===== config.mk =====
export PLATFORM = sky130hd
export DESIGN_NAME = pwm_breath_flat
export DESIGN_NICKNAME = d
export VERILOG_FILES = /design/src/rtl/pwm_breath_if.sv /design/src/rtl/pwm_breath.sv /design/src/flat_wrapper.sv
export SDC_FILE = /design/constraint.sdc
export NUM_CORES = 1
export LEC_CHECK = 0
export BUFFER_PORTS_ARGS = -buffer_cell sky130_fd_sc_hd__buf_4
export CORE_ASPECT_RATIO = 0.8
export CORE_MARGIN = 2
export CORE_UTILIZATION = 50
export DETAILED_ROUTE_END_ITERATION = 7
export PLACE_DENSITY = 0.8
export SYNTH_ARGS = -nofsm -noshare
export SYNTH_HDL_FRONTEND = slang
export SYNTH_SLANG_ARGS = --single-unit
export TNS_END_PERCENT = 30

===== constraint.sdc =====
create_clock -name clk -period 7 [get_ports clk]
set_clock_uncertainty 0.15 [all_clocks]
set_input_delay 0 -clock clk [delete_from_list [all_inputs] [get_ports clk]]
set_output_delay 0 -clock clk [all_outputs]
set_load 0.005 [all_outputs]

===== src/rtl/pwm_breath_if.sv =====
// pwm_breath_if: run/config inputs and duty/status outputs of the breathing duty sequencer
interface pwm_breath_if #(
  parameter int DUTY_W = 8,
  parameter int DIV_W  = 16,
  parameter int HOLD_W = 8
);
  logic              en;
  logic [DIV_W-1:0]  step_div;
  logic [DUTY_W-1:0] min_duty;
  logic [DUTY_W-1:0] max_duty;
  logic [HOLD_W-1:0] hold_steps;
  logic [DUTY_W-1:0] duty;
  logic              duty_upd;
  logic              cycle_done;
  logic [2:0]        state;
  modport master (
    output en, step_div, min_duty, max_duty, hold_steps,
    input  duty, duty_upd, cycle_done, state
  );
  modport slave (
    input  en, step_div, min_duty, max_duty, hold_steps,
    output duty, duty_upd, cycle_done, state
  );
endinterface


===== src/rtl/pwm_breath.sv =====
// pwm_breath: ramps a duty word between min and max one step per prescaled tick, dwelling at each end
module pwm_breath #(
  parameter int DUTY_W = 8,
  parameter int DIV_W  = 16,
  parameter int HOLD_W = 8
) (
  input logic         clk,
  input logic         rst_n,
  pwm_breath_if.slave bus
);
  localparam logic [2:0] IDLE    = 3'd0;
  localparam logic [2:0] RISE    = 3'd1;
  localparam logic [2:0] HOLD_HI = 3'd2;
  localparam logic [2:0] FALL    = 3'd3;
  localparam logic [2:0] HOLD_LO = 3'd4;
  logic [2:0]        r_state, w_state;
  logic [DUTY_W-1:0] r_duty, w_duty, r_min, r_max, w_up, w_dn;
  logic [DIV_W-1:0]  r_div, r_pre, w_pre, w_div_in;
  logic [HOLD_W-1:0] r_hold_s, r_hold, w_hold;
  logic              r_upd, r_done, w_done, w_cap, w_tick, w_hold_end;
  assign w_div_in   = (bus.step_div == '0) ? DIV_W'(1) : bus.step_div;
  assign w_tick     = (r_pre == '0);
  assign w_hold_end = w_tick && (r_hold == r_hold_s);
  assign w_up       = r_duty + DUTY_W'(1);
  assign w_dn       = r_duty - DUTY_W'(1);
  // config is only sampled when a new trough-to-trough cycle starts
  assign w_cap      = bus.en && (r_state == IDLE || (r_state == HOLD_LO && w_hold_end));
  always_comb begin
    w_state = r_state;
    w_duty  = r_duty;
    w_hold  = r_hold;
    w_done  = 1'b0;
    w_pre   = w_tick ? r_div - DIV_W'(1) : r_pre - DIV_W'(1);
    if (!bus.en) begin
      w_state = IDLE;
      w_duty  = '0;
      w_pre   = '0;
      w_hold  = '0;
    end else if (w_cap) begin
      w_state = (bus.min_duty >= bus.max_duty) ? HOLD_LO : RISE;
      w_duty  = bus.min_duty;
      w_pre   = w_div_in - DIV_W'(1);
      w_hold  = '0;
      w_done  = (r_state == HOLD_LO);
    end else if (w_tick) begin
      if (r_state == RISE) begin
        w_duty  = w_up;
        w_state = (w_up == r_max) ? HOLD_HI : RISE;
      end else if (r_state == FALL) begin
        w_duty  = w_dn;
        w_state = (w_dn == r_min) ? HOLD_LO : FALL;
      end else if (r_state == HOLD_HI || r_state == HOLD_LO) begin
        w_hold  = w_hold_end ? '0 : r_hold + HOLD_W'(1);
        w_state = (w_hold_end && r_state == HOLD_HI) ? FALL : r_state;
      end else begin
        w_state = IDLE;
      end
    end
  end
  always_ff @(posedge clk or negedge rst_n) begin
    if (!rst_n) begin
      r_state  <= IDLE;
      r_duty   <= '0;
      r_upd    <= 1'b0;
      r_done   <= 1'b0;
      r_pre    <= '0;
      r_hold   <= '0;
      r_div    <= '0;
      r_min    <= '0;
      r_max    <= '0;
      r_hold_s <= '0;
    end else begin
      r_state <= w_state;
      r_duty  <= w_duty;
      r_upd   <= (w_duty != r_duty);
      r_done  <= w_done;
      r_pre   <= w_pre;
      r_hold  <= w_hold;
      if (w_cap) begin
        r_div    <= w_div_in;
        r_min    <= bus.min_duty;
        r_max    <= bus.max_duty;
        r_hold_s <= bus.hold_steps;
      end
    end
  end
  assign bus.duty       = r_duty;
  assign bus.duty_upd   = r_upd;
  assign bus.cycle_done = r_done;
  assign bus.state      = r_state;
endmodule


===== src/flat_wrapper.sv =====
// flat-port wrapper written by rule: the top's interface ports become plain ports
module pwm_breath_flat 
#(
  parameter int DUTY_W = 8,
  parameter int DIV_W  = 16,
  parameter int HOLD_W = 8
)
  (clk, rst_n, bus_en, bus_step_div, bus_min_duty, bus_max_duty, bus_hold_steps, bus_duty, bus_duty_upd, bus_cycle_done, bus_state);
  pwm_breath_if #(.DUTY_W(DUTY_W), .DIV_W(DIV_W), .HOLD_W(HOLD_W)) bus_i ();
  input logic clk;
  input logic rst_n;
  input wire logic [$bits(bus_i.en)-1:0] bus_en;
  input wire logic [$bits(bus_i.step_div)-1:0] bus_step_div;
  input wire logic [$bits(bus_i.min_duty)-1:0] bus_min_duty;
  input wire logic [$bits(bus_i.max_duty)-1:0] bus_max_duty;
  input wire logic [$bits(bus_i.hold_steps)-1:0] bus_hold_steps;
  output wire logic [$bits(bus_i.duty)-1:0] bus_duty;
  output wire logic [$bits(bus_i.duty_upd)-1:0] bus_duty_upd;
  output wire logic [$bits(bus_i.cycle_done)-1:0] bus_cycle_done;
  output wire logic [$bits(bus_i.state)-1:0] bus_state;
  assign bus_i.en = bus_en;
  assign bus_i.step_div = bus_step_div;
  assign bus_i.min_duty = bus_min_duty;
  assign bus_i.max_duty = bus_max_duty;
  assign bus_i.hold_steps = bus_hold_steps;
  assign bus_duty = bus_i.duty;
  assign bus_duty_upd = bus_i.duty_upd;
  assign bus_cycle_done = bus_i.cycle_done;
  assign bus_state = bus_i.state;
  pwm_breath #(.DUTY_W(DUTY_W), .DIV_W(DIV_W), .HOLD_W(HOLD_W)) u_core (.clk(clk), .rst_n(rst_n), .bus(bus_i));
endmodule

==> metrics.cfg, run 1 <==
[floorplanning]
rows = 33
placeableCoreArea_mm2 = 0.0101
dieHeight_um = 94.7
initial_utilization = 0.508
floorplan.io_pins = 56
width_of_the_die_um = 117
die_area_mm2 = 0.0111

[placement]
hpwlAfterDp_um = 9800
dp_worst_setup_slack_ns = 2.71
gp_congestion = 0.946
portBuffers = 55

[logic_synthesis]
synth-xor-area-share = 0.0819
synth.mux.area_fraction = 0.0122
mappedNetlistArea_mm2 = 0.00514
synth.largest_area_cell = sky130_fd_sc_hd__dfrtp_1
dominant_combinational_cell_family_by_area_after_synthesis = simple AND/OR/NAND/NOR gates
syn_nets = 677
yosys_warnings = 0
yosysTopAreaCellShare = 0.375
synth_sequential_area_ratio = 0.375
synth_cells = 622
synth_compound_gate_area_share = 0.201
ys_async_sr_fraction = 1.00
synth_ff_type = sky130_fd_sc_hd__dfrtp_1
post_synth.cell_area_avg_um2 = 8.26
yosys.cell_types.count = 69
synth_enable_flop_cells = 0
post_synth_fa_ha_maj_area_fraction = 0.0312
synth_register_bits = 77
synth_top_area_cells = sky130_fd_sc_hd__dfrtp_1 38%, sky130_fd_sc_hd__nand2_1 9.2%, sky130_fd_sc_hd__xnor2_1 6.0%, sky130_fd_sc_hd__o21ai_0 4.0%, sky130_fd_sc_hd__a21oi_1 3.6%
synth_simple_gate_area_frac = 0.259

[worst_setup_path]
critPathKind = flip-flop to flip-flop
critPathSlowestCell = sky130_fd_sc_hd__nor2_4
cp_cell_sequence = nor4_4 > nand4_4 > o41a_4 > nor2_4 > o21a_1 > ha_1 > inv_1 > or3_1 > o32ai_1 > o21ai_0 > nor2_1 > a211oi_1
critPathRequiredTime_ns = 7.03
crit_path_start_kind = flip-flop
cp_max_fo = 44
cp.arrival_ns = 4.45
endpoint_kind = flip-flop
delay_of_the_slowest_cell_on_the_worst_path_ns = 0.84

[cells_and_area]
ant_cells = 0
drive_above_1_share = 0.123
most_used_cells_in_the_layout_excluding_fill_and_tap_cells = 126 x sky130_fd_sc_hd__nand2_1, 77 x sky130_fd_sc_hd__dfrtp_1, 57 x sky130_fd_sc_hd__buf_4
mostFrequentLayoutCell = sky130_fd_sc_hd__nand2_1
finalNetCount = 753
area.growth.synth_to_final_pct = 22.7

[cts]
cts_made_buffers = 9
cts_tree = yes
cts_root_buffer = sky130_fd_sc_hd__clkbuf_16
worst_setup_hold_path_clk_slew_ns = 0.06
cts-htree-levels = 3
worstSkewPairLatency_ns = 0.34
clk_path_buf_depth = 2
clkSinkCount = 77
cts_repair_resize_count = 0

[timing]
rsz0062_at_grt = no
finalCritPeriodShare = 0.631
timing_max_transition_violations_final = 0
max_freq_ghz = 0.226
layout_setup_ws_ns = 2.58
worst_slew_margin_rel = 0.161
setup_tns_ns = 0
report.final.hold_viol_count = 0
fin_crit_period_ns = 4.42
setup_violations = 0
timing_worst_slew_pin_value_ns = 1.25

[drt]
finalWirelength_um = 15300
number_of_nets_with_antenna_violations_after_routing = 0
detail_route.first_pass.iterations = 7
routed_wire_length_per_instance_um = 18.2
routed_via_density = 6.19
dr.first_iter.drc_count = 640
vias = 5208
drt_drc_violations_left = 0

[global_routing]
number_of_global_route_vias_before_repair = 4895
layer_with_the_highest_usage_after_global_routing = met2
grt_use_met2 = 0.447
grt_first_pass_wirelength_um = 24800
met3_usage = 0.0592
grt_remaining_overflow = 0
track_usage = 0.282
grt_antenna_before_repair = 0
largest_net_degree_at_the_start_of_global_routing = 78
met1_usage = 0.385

[worst_hold_path]
hold_path.class = input pin to async pin

[run_status]
status = complete, no violations

[power_and_ir_drop]
worst_ir_drop_vdd_uv = 247
power-per-cell-area_mw_per_mm2 = 396
static_power_due_to_leakage_nw = 2.76

[run]
timing.max_cap.violations = 0

worst paths after layout:
| path | start | to | slack [ns] | cells past startpoint |
|---|---|---|---|---|
| worst min-delay path | rst_n | u_core.r_max[7]$_DFFE_PN0P_ | 0.22 | 2 |
| worst max-delay path | u_core.r_pre[9]$_DFF_PN0_ | u_core.r_pre[4]$_DFF_PN0_ | 2.58 | 12 |
| worst min register to register | u_core.r_div[15]$_DFFE_PN0P_ | u_core.r_div[15]$_DFFE_PN0P_ | 0.34 | 2 |
| min in group clk | bus_hold_steps[1] | u_core.r_hold_s[1]$_DFFE_PN0P_ | 0.25 | 4 |
| max in group asynchronous | rst_n | u_core.bus.duty_upd$_DFF_PN0_ | 5.81 | 2 |
| worst max register to register | u_core.r_pre[9]$_DFF_PN0_ | u_core.r_pre[4]$_DFF_PN0_ | 2.58 | 12 |
layout make-up:
cell class	count	area (um^2)
Fill cell	803	3810
Multi-Input combinational cell	494	3010
Sequential cell	77	1930
Timing Repair Buffer	99	848
Clock buffer	14	274
Tap cell	140	175
Inverter	17	63.8
Clock inverter	1	5.00
power by group:
| group | internal, mW | switching, mW |
|---|---|---|
| sequential | 0.617 | 0.239 |
| clock | 0.267 | 0.179 |
| combinational | 0.483 | 0.708 |
Yosys cell counts, drive strengths merged, types with 2 or more instances:
master and number:
and3 8, and2 5, nor4 6, clkbuf 24, xnor2 35, a2111oi 4, nand2 127, nor3 14
nor2b 2, mux2i 4, a31oi 6, nand4 9, a221oi 4, nand3 16, o21ai 46, or2 4
buf 10, o41ai 3, o211ai 14, xor2 13, o32ai 2, a211o 2, and4 2, nand2b 7
a211oi 6, o22ai 2, mux2 2, o311ai 2, or3 9, nor2 45, ha 12, o21a 2
o32a 2, nor3b 6, dfrtp 77, inv 17, o31ai 7, or4 5, a21o 6, a21oi 37
nand3b 2
repair_timing:
action / in CTS / in global routing
hold buffers: 42 / 0
buffers inserted: 0 / 0
hold endpoints to repair: 138 / 0
routing by layer:
layer / share of wire / vias up
met4: 0.028 / 0
li1: - / 2368
met1: 0.43 / 2483
met3: 0.087 / 49
met2: 0.45 / 308
met5: 0 / -
metrics by stage:
| stage | instances | hold WS, ns | utilization | instance area, um^2 | total power, mW |
|---|---|---|---|---|---|
| after detailed placement | 785 | 0.0451 | 0.554 | 5600 | 1.98 |
| final | 842 | 0.222 | 0.623 | 6300 | 2.49 |
| after global placement | 785 | 0.0392 | 0.554 | 5600 | 1.93 |
| after floorplan | 622 | -0.446 | - | 5140 | 1.66 |
| after global routing | 842 | 0.247 | 0.623 | 6300 | 2.65 |
| after CTS | 842 | 0.238 | 0.623 | 6300 | 2.45 |
critical path: cells and delay by family, from the launching register on:
kind | cells | cell delay (ns)
compound gates | 5 | 1.30
flops | 1 | 0.42
simple gates | 5 | 2.01
buf+inv | 1 | 0.10
fa+ha+maj | 1 | 0.26
registers in the layout, summed over array words and instances (netlist names):
register	count
u_core.r_pre	16
u_core.r_max	8
u_core.bus.duty_upd	1
u_core.bus.state	3
u_core.bus.cycle_done	1
u_core.r_min	8
u_core.bus.duty	8
u_core.r_hold	8
u_core.r_hold_s	8
u_core.r_div	16
kinds of logic (layout without fill, tap and decap cells):
group,Yosys count,in the layout
adder cells (fa/ha/maj),13,13
XOR/XNOR,48,48
flip-flops,77,77
multiplexers,6,6
AO/OA/AOI/OAI,156,156
AND/OR/NAND/NOR,271,271
buffers and inverters,51,131
Power figures use the tool's default switching activity.
==> run 2, diff against run 1 <==
==> constraint.sdc (replaced) <==
create_clock -name clk -period 4.3 [get_ports clk]
set_clock_uncertainty 0.15 [all_clocks]
set_input_delay 0 -clock clk [delete_from_list [all_inputs] [get_ports clk]]
set_output_delay 0 -clock clk [all_outputs]
set_load 0.005 [all_outputs]
==> run 2 against run 1 <==
Net effect:
- worst hold slack got worse by 0.0080 ns
- first-iteration DRC count decreased by 19%
- clock-buffer cell count decreased by 4
- combinational power increased by 64%
- sequential share of layout area decreased by 0.27 points
- largest cell class unchanged
==> metrics.cfg, run 2 (synthesized netlist as in run 1, its figures left out) <==
[timing]
rsz0062_at_grt = no  ; unchanged
finalCritPeriodShare = 0.843  ; was 0.631
layout_setup_ws_ns = 0.673  ; was 2.58 ns
fin_crit_period_ns = 3.63  ; was 4.42 ns
max_freq_ghz = 0.276  ; was 0.226 GHz
setup_violations = 0  ; unchanged
setup_tns_ns = 0  ; unchanged
worst_slew_margin_rel = 0.343  ; was 0.161
timing_worst_slew_pin_value_ns = 0.985  ; was 1.25 ns
timing_max_transition_violations_final = 0  ; unchanged
report.final.hold_viol_count = 0  ; unchanged

[floorplanning]
rows = 33  ; unchanged
initial_utilization = 0.508  ; unchanged
dieHeight_um = 94.7  ; unchanged
width_of_the_die_um = 117  ; unchanged
placeableCoreArea_mm2 = 0.0101  ; unchanged
floorplan.io_pins = 56  ; unchanged
die_area_mm2 = 0.0111  ; unchanged

[worst_hold_path]
hold_path.class = input pin to async pin  ; unchanged

[cells_and_area]
area.growth.synth_to_final_pct = 23.8  ; was 22.7%
most_used_cells_in_the_layout_excluding_fill_and_tap_cells = 126 x sky130_fd_sc_hd__nand2_1, 77 x sky130_fd_sc_hd__dfrtp_1, 63 x sky130_fd_sc_hd__buf_4  ; was 126 x sky130_fd_sc_hd__nand2_1, 77 x sky130_fd_sc_hd__dfrtp_1, 57 x sky130_fd_sc_hd__buf_4
drive_above_1_share = 0.134  ; was 0.123
ant_cells = 0  ; unchanged
finalNetCount = 759  ; was 753
mostFrequentLayoutCell = sky130_fd_sc_hd__nand2_1  ; unchanged
reg_top3 = u_core.r_div x16, u_core.r_pre x16  ; unchanged

[power_and_ir_drop]
clockPowerShare = 0.183  ; was 0.179
net_switching_mw = 1.86  ; was 1.13 mW
power-per-cell-area_mw_per_mm2 = 643  ; was 396 mW/mm^2
static_power_due_to_leakage_nw = 2.79  ; was 2.76 nW
comb_power_share = 0.478  ; about the same
power.share.switching = 0.455  ; was 0.452
worst_ir_drop_vdd_uv = 315  ; was 247 uV
internal-power_mw = 2.23  ; was 1.37 mW
seq_power_share = 0.339  ; was 0.343

[worst_setup_path]
cp_max_fo = 15  ; was 44
endpoint_kind = flip-flop  ; unchanged
critPathKind = flip-flop to flip-flop  ; unchanged
crit_path_start_kind = flip-flop  ; unchanged
cp.arrival_ns = 3.66  ; was 4.45 ns
rr_worst_depth = 13  ; was 12
critPathRequiredTime_ns = 4.33  ; was 7.03 ns

[global_routing]
track_usage = 0.284  ; was 0.282
number_of_global_route_vias_before_repair = 5052  ; was 4895
grt_remaining_overflow = 0  ; unchanged
grt_antenna_before_repair = 0  ; unchanged
largest_net_degree_at_the_start_of_global_routing = 78  ; unchanged
grt_first_pass_wirelength_um = 25200  ; was 24800 um

[cts]
cts_tree = yes  ; unchanged
cts-htree-levels = 3  ; unchanged
worstSkewPairLatency_ns = 0.35  ; was 0.34 ns
cts_root_buffer = sky130_fd_sc_hd__clkbuf_16  ; unchanged
cts_repair_resize_count = 0  ; unchanged
clkSinkCount = 77  ; unchanged
cts_setup_buffers = 0  ; unchanged
cts_made_buffers = 9  ; unchanged
worst_setup_hold_path_clk_slew_ns = 0.07  ; was 0.06 ns
clk_path_buf_depth = 2  ; unchanged

[drt]
drt_drc_violations_left = 0  ; unchanged
number_of_nets_with_antenna_violations_after_routing = 0  ; unchanged
vias = 5082  ; was 5208
detail_route.first_pass.iterations = 6  ; was 7
routed_wire_length_per_instance_um = 17.7  ; was 18.2 um
routed_via_density = 5.99  ; was 6.19
finalWirelength_um = 15000  ; was 15300 um
dr.first_iter.drc_count = 518  ; was 640

[placement]
hpwlAfterDp_um = 10200  ; was 9800 um
portBuffers = 55  ; unchanged
dp_worst_setup_slack_ns = 0.768  ; was 2.71 ns
gp_congestion = 0.959  ; was 0.946

[run_status]
status = complete, no violations  ; unchanged

[run]
timing.max_cap.violations = 0  ; unchanged

-- run 2: cell types whose count changed in the layout (fill, tap and decap cells not counted) --
cell and delta:
sky130_fd_sc_hd__buf_4 +6, sky130_fd_sc_hd__clkbuf_1 -2, sky130_fd_sc_hd__clkbuf_8 -2, sky130_fd_sc_hd__clkinv_2 -1, sky130_fd_sc_hd__clkinv_4 +1, sky130_fd_sc_hd__clkinvlp_4 +1, sky130_fd_sc_hd__inv_6 +4
-- run 2: area by class of cell --
cell class / count / area, um^2
Timing Repair Buffer: 105 / 893
Multi-Input combinational cell: 494 / 3010
Fill cell: 868 / 3760
Clock buffer: 10 / 239
Sequential cell: 77 / 1930
Clock inverter: 6 / 51.3
Inverter: 17 / 63.8
Tap cell: 140 / 175
-- run 2: routing by layer --
metal	routed length, um	vias up	part of all wire	GRT usage
li1	-	2391	-	-
met1	6560	2406	0.44	0.381
met2	6710	253	0.45	0.448
met3	1400	32	0.093	0.0713
met4	368	0	0.024	0.108
met5	0	-	0	0
-- run 2: stage by stage --
stage               total power [mW]  area [um^2]  instances  hold slack [ns]  utilization
floorplan                       2.70         5140        622           -0.446            -
global placement                3.19         5650        791           0.0400        0.558
detailed placement              3.26         5650        791           0.0438        0.558
CTS                             4.05         6360        849            0.235        0.628
global route                    4.39         6360        849            0.257        0.628
finish                          4.09         6360        849            0.214        0.628
-- run 2: path summary, 6_finish.rpt --
check	start	end	slack (ns)
setup / recovery	u_core.r_pre[9]$_DFF_PN0_	u_core.r_pre[4]$_DFF_PN0_	0.67
hold / removal	rst_n	u_core.r_hold[2]$_DFFE_PN0P_	0.21
setup reg to reg	u_core.r_pre[9]$_DFF_PN0_	u_core.r_pre[4]$_DFF_PN0_	0.67
hold reg to reg	u_core.r_div[15]$_DFFE_PN0P_	u_core.r_div[15]$_DFFE_PN0P_	0.34
max in group asynchronous	rst_n	u_core.r_div[9]$_DFFE_PN0P_	3.16
min in group clk	bus_hold_steps[4]	u_core.r_hold_s[4]$_DFFE_PN0P_	0.24
-- run 2: what timing repair did --
| action | 4_1_cts | 5_1_grt |
|---|---|---|
| hold endpoints to repair | 137 | 0 |
| hold buffers | 42 | 0 |
| setup endpoints to repair | 0 | 0 |
-- run 2: power by group through the flow --
stage               logic (mW)  registers, mW  clock network, mW
finish                    1.95           1.39              0.748
CTS                       1.92           1.38              0.755
detailed placement        1.87           1.39                  0
global route              2.17           1.43              0.792
floorplan                 1.48           1.22                  0
global placement          1.82           1.37                  0
-- run 2: critical path, cell delays in order, from the launching register on --
cell	delay [ns]
sky130_fd_sc_hd__dfrtp_1	0.42
sky130_fd_sc_hd__nor4_4	0.38
sky130_fd_sc_hd__nand4_4	0.28
sky130_fd_sc_hd__o41ai_4	0.42
sky130_fd_sc_hd__nand2_2	0.24
sky130_fd_sc_hd__nor2_1	0.20
sky130_fd_sc_hd__a21o_1	0.13
sky130_fd_sc_hd__ha_1	0.25
sky130_fd_sc_hd__inv_1	0.10
sky130_fd_sc_hd__or3_1	0.36
sky130_fd_sc_hd__o32ai_1	0.25
sky130_fd_sc_hd__o21ai_0	0.12
sky130_fd_sc_hd__nor2_1	0.09
sky130_fd_sc_hd__a211oi_1	0.06
==> run 3, diff against run 2 <==
==> constraint.sdc (replaced) <==
create_clock -name clk -period 3.6 [get_ports clk]
set_clock_uncertainty 0.15 [all_clocks]
set_input_delay 0 -clock clk [delete_from_list [all_inputs] [get_ports clk]]
set_output_delay 0 -clock clk [all_outputs]
set_load 0.005 [all_outputs]
==> run 3 against run 2 <==
Net effect:
- combinational power rose by 26%
- power rose by 25%
- worst setup slack got worse by 0.43 ns
- critical path type unchanged
- fmax is 8.1% higher
- final cell count up 1.3%
- die area unchanged
- first-iteration DRC count up 39%
- non-clock buffer count up 11
- largest power group unchanged
- routed wire length is 0.72% higher
- clock power is 42% higher
- critical path depth shrank 1
==> metrics.cfg, run 3 (synthesized netlist as in run 1, its figures left out) <==
[cells_and_area]
instances_no_fill = 860  ; was 849
finalNetCount = 770  ; was 759
ant_cells = 0  ; unchanged
area.growth.synth_to_final_pct = 26.5  ; was 23.8%
reg_top3 = u_core.r_div x16, u_core.r_pre x16  ; unchanged
mostFrequentLayoutCell = sky130_fd_sc_hd__nand2_1  ; unchanged
finish.utilization = 0.642  ; was 0.628
most_used_cells_in_the_layout_excluding_fill_and_tap_cells = 126 x sky130_fd_sc_hd__nand2_1, 77 x sky130_fd_sc_hd__dfrtp_1, 74 x sky130_fd_sc_hd__buf_4  ; was 126 x sky130_fd_sc_hd__nand2_1, 77 x sky130_fd_sc_hd__dfrtp_1, 63 x sky130_fd_sc_hd__buf_4
drive_above_1_share = 0.147  ; was 0.134

[placement]
hpwlAfterDp_um = 10100  ; was 10200 um
dpl.cell_count = 802  ; was 791
gp_congestion = 0.961  ; was 0.959
portBuffers = 55  ; unchanged

[cts]
cts_made_buffers = 9  ; unchanged
clkSinkCount = 77  ; unchanged
cts_tree = yes  ; unchanged
worstSkewPairLatency_ns = 0.34  ; was 0.35 ns
cts-htree-levels = 3  ; unchanged
cts_root_buffer = sky130_fd_sc_hd__clkbuf_16  ; unchanged
worst_setup_hold_path_clk_slew_ns = 0.06  ; was 0.07 ns
clk_path_buf_depth = 2  ; unchanged
cts_setup_buffers = 0  ; unchanged

[timing]
fin_crit_period_ns = 3.35  ; was 3.63 ns
rsz0062_at_grt = no  ; unchanged
timing_max_transition_violations_final = 0  ; unchanged
max_freq_ghz = 0.298  ; was 0.276 GHz
setup_tns_ns = 0  ; unchanged
setup_violations = 0  ; unchanged
report.final.hold_viol_count = 0  ; unchanged
worst_slew_margin_rel = 0.337  ; was 0.343
finalCritPeriodShare = 0.932  ; was 0.843
timing_worst_slew_pin_value_ns = 0.995  ; was 0.985 ns

[power_and_ir_drop]
power.share.switching = 0.431  ; was 0.455
clockPowerShare = 0.207  ; was 0.183
internal-power_mw = 2.92  ; was 2.23 mW
power-per-cell-area_mw_per_mm2 = 790  ; was 643 mW/mm^2
static_power_due_to_leakage_nw = 2.88  ; was 2.79 nW
comb_power_share = 0.479  ; was 0.478
net_switching_mw = 2.21  ; was 1.86 mW
worst_ir_drop_vdd_uv = 429  ; was 315 uV
seq_power_share = 0.313  ; was 0.339

[floorplanning]
dieHeight_um = 94.7  ; unchanged
placeableCoreArea_mm2 = 0.0101  ; unchanged
floorplan.io_pins = 56  ; unchanged
rows = 33  ; unchanged
width_of_the_die_um = 117  ; unchanged
initial_utilization = 0.508  ; unchanged
die_area_mm2 = 0.0111  ; unchanged

[global_routing]
largest_net_degree_at_the_start_of_global_routing = 78  ; unchanged
number_of_global_route_vias_before_repair = 4987  ; was 5052
track_usage = 0.282  ; was 0.284
grt_first_pass_wirelength_um = 25100  ; was 25200 um
grt_remaining_overflow = 0  ; unchanged
grt_antenna_before_repair = 0  ; unchanged

[worst_setup_path]
crit_path_start_kind = flip-flop  ; unchanged
endpoint_kind = flip-flop  ; unchanged
critPathRequiredTime_ns = 3.69  ; was 4.33 ns
critPathKind = flip-flop to flip-flop  ; unchanged
cp_max_fo = 58  ; was 15
cp.arrival_ns = 3.45  ; was 3.66 ns

[drt]
number_of_nets_with_antenna_violations_after_routing = 0  ; unchanged
drt_drc_violations_left = 0  ; unchanged
dr.first_iter.drc_count = 721  ; was 518
vias = 5200  ; was 5082
detail_route.first_pass.iterations = 6  ; unchanged
routed_wire_length_per_instance_um = 17.6  ; was 17.7 um
routed_via_density = 6.05  ; was 5.99
finalWirelength_um = 15200  ; was 15000 um

[worst_hold_path]
hold_path.class = input pin to async pin  ; unchanged

[run_status]
status = complete, no violations  ; unchanged

[run]
timing.max_cap.violations = 0  ; unchanged

## run 3: cell types whose count changed in the layout (fill, tap and decap cells not counted), sizes merged
cell,change
buf,+11
clkinv,+1
inv,-3
bufinv,+3
clkinvlp,-1
## run 3: final timing paths
kind | startpoint | endpoint | slack [ns] | cells after the start
setup reg to reg | u_core.r_pre[1]$_DFF_PN0_ | u_core.r_pre[4]$_DFF_PN0_ | 0.25 | 12
min in group clk | bus_hold_steps[7] | u_core.r_hold_s[7]$_DFFE_PN0P_ | 0.25 | 4
setup / recovery | u_core.r_pre[1]$_DFF_PN0_ | u_core.r_pre[4]$_DFF_PN0_ | 0.25 | 12
hold reg to reg | u_core.r_div[15]$_DFFE_PN0P_ | u_core.r_div[15]$_DFFE_PN0P_ | 0.34 | 2
max in group asynchronous | rst_n | u_core.r_min[0]$_DFFE_PN0P_ | 2.43 | 2
hold / removal | rst_n | u_core.r_max[6]$_DFFE_PN0P_ | 0.20 | 2
## run 3: through the flow
stage	hold slack, ns	power [mW]	setup slack [ns]	cell area [um^2]
detailed placement	0.0458	3.95	0.281	5730
global route	0.264	5.47	0.0505	6500
CTS	0.241	5.07	0.292	6500
finish	0.204	5.13	0.246	6500
global placement	0.0392	3.87	0.379	5730
floorplan	-0.446	3.23	0.135	5140
## run 3: layer usage
metal,GRT usage,part of all wire,vias up
li1,-,-,2399
met1,0.390,0.43,2521
met2,0.453,0.47,257
met3,0.0616,0.092,23
met4,0.0783,0.012,0
met5,0,0,-
## run 3: what timing repair did
item	CTS	global route
hold endpoints to repair	137	0
gates resized for setup	0	0
hold buffers	42	0
setup endpoints to repair	0	0
## run 3: layout make-up
cell class              instances  area [um^2]
clock inverters                 6          109
repair buffers                116          976
multi-input cells             494         3010
fillers                       834         3620
inverters                      17         63.8
flip-flops and latches         77         1930
clock buffers                  10          239
well taps                     140          175
## run 3: power groups by stage
stage	Combinational [mW]	Sequential [mW]	Clock, mW
finish	2.46	1.61	1.06
CTS	2.40	1.59	1.08
global route	2.70	1.65	1.12
floorplan	1.77	1.46	0
detailed placement	2.35	1.60	0
global placement	2.28	1.58	0
## run 3: critical path, stage by stage, from the launching register on
cell and delay [ns]:
sky130_fd_sc_hd__dfrtp_1 0.39, sky130_fd_sc_hd__or3_1 0.57, sky130_fd_sc_hd__o41ai_4 0.46, sky130_fd_sc_hd__nand2_2 0.09, sky130_fd_sc_hd__buf_4 0.33, sky130_fd_sc_hd__a21o_1 0.25
sky130_fd_sc_hd__ha_1 0.24, sky130_fd_sc_hd__inv_1 0.12, sky130_fd_sc_hd__or3_1 0.15, sky130_fd_sc_hd__o32ai_1 0.08, sky130_fd_sc_hd__o21ai_0 0.15, sky130_fd_sc_hd__nor2_1 0.05
sky130_fd_sc_hd__a211oi_1 0.21
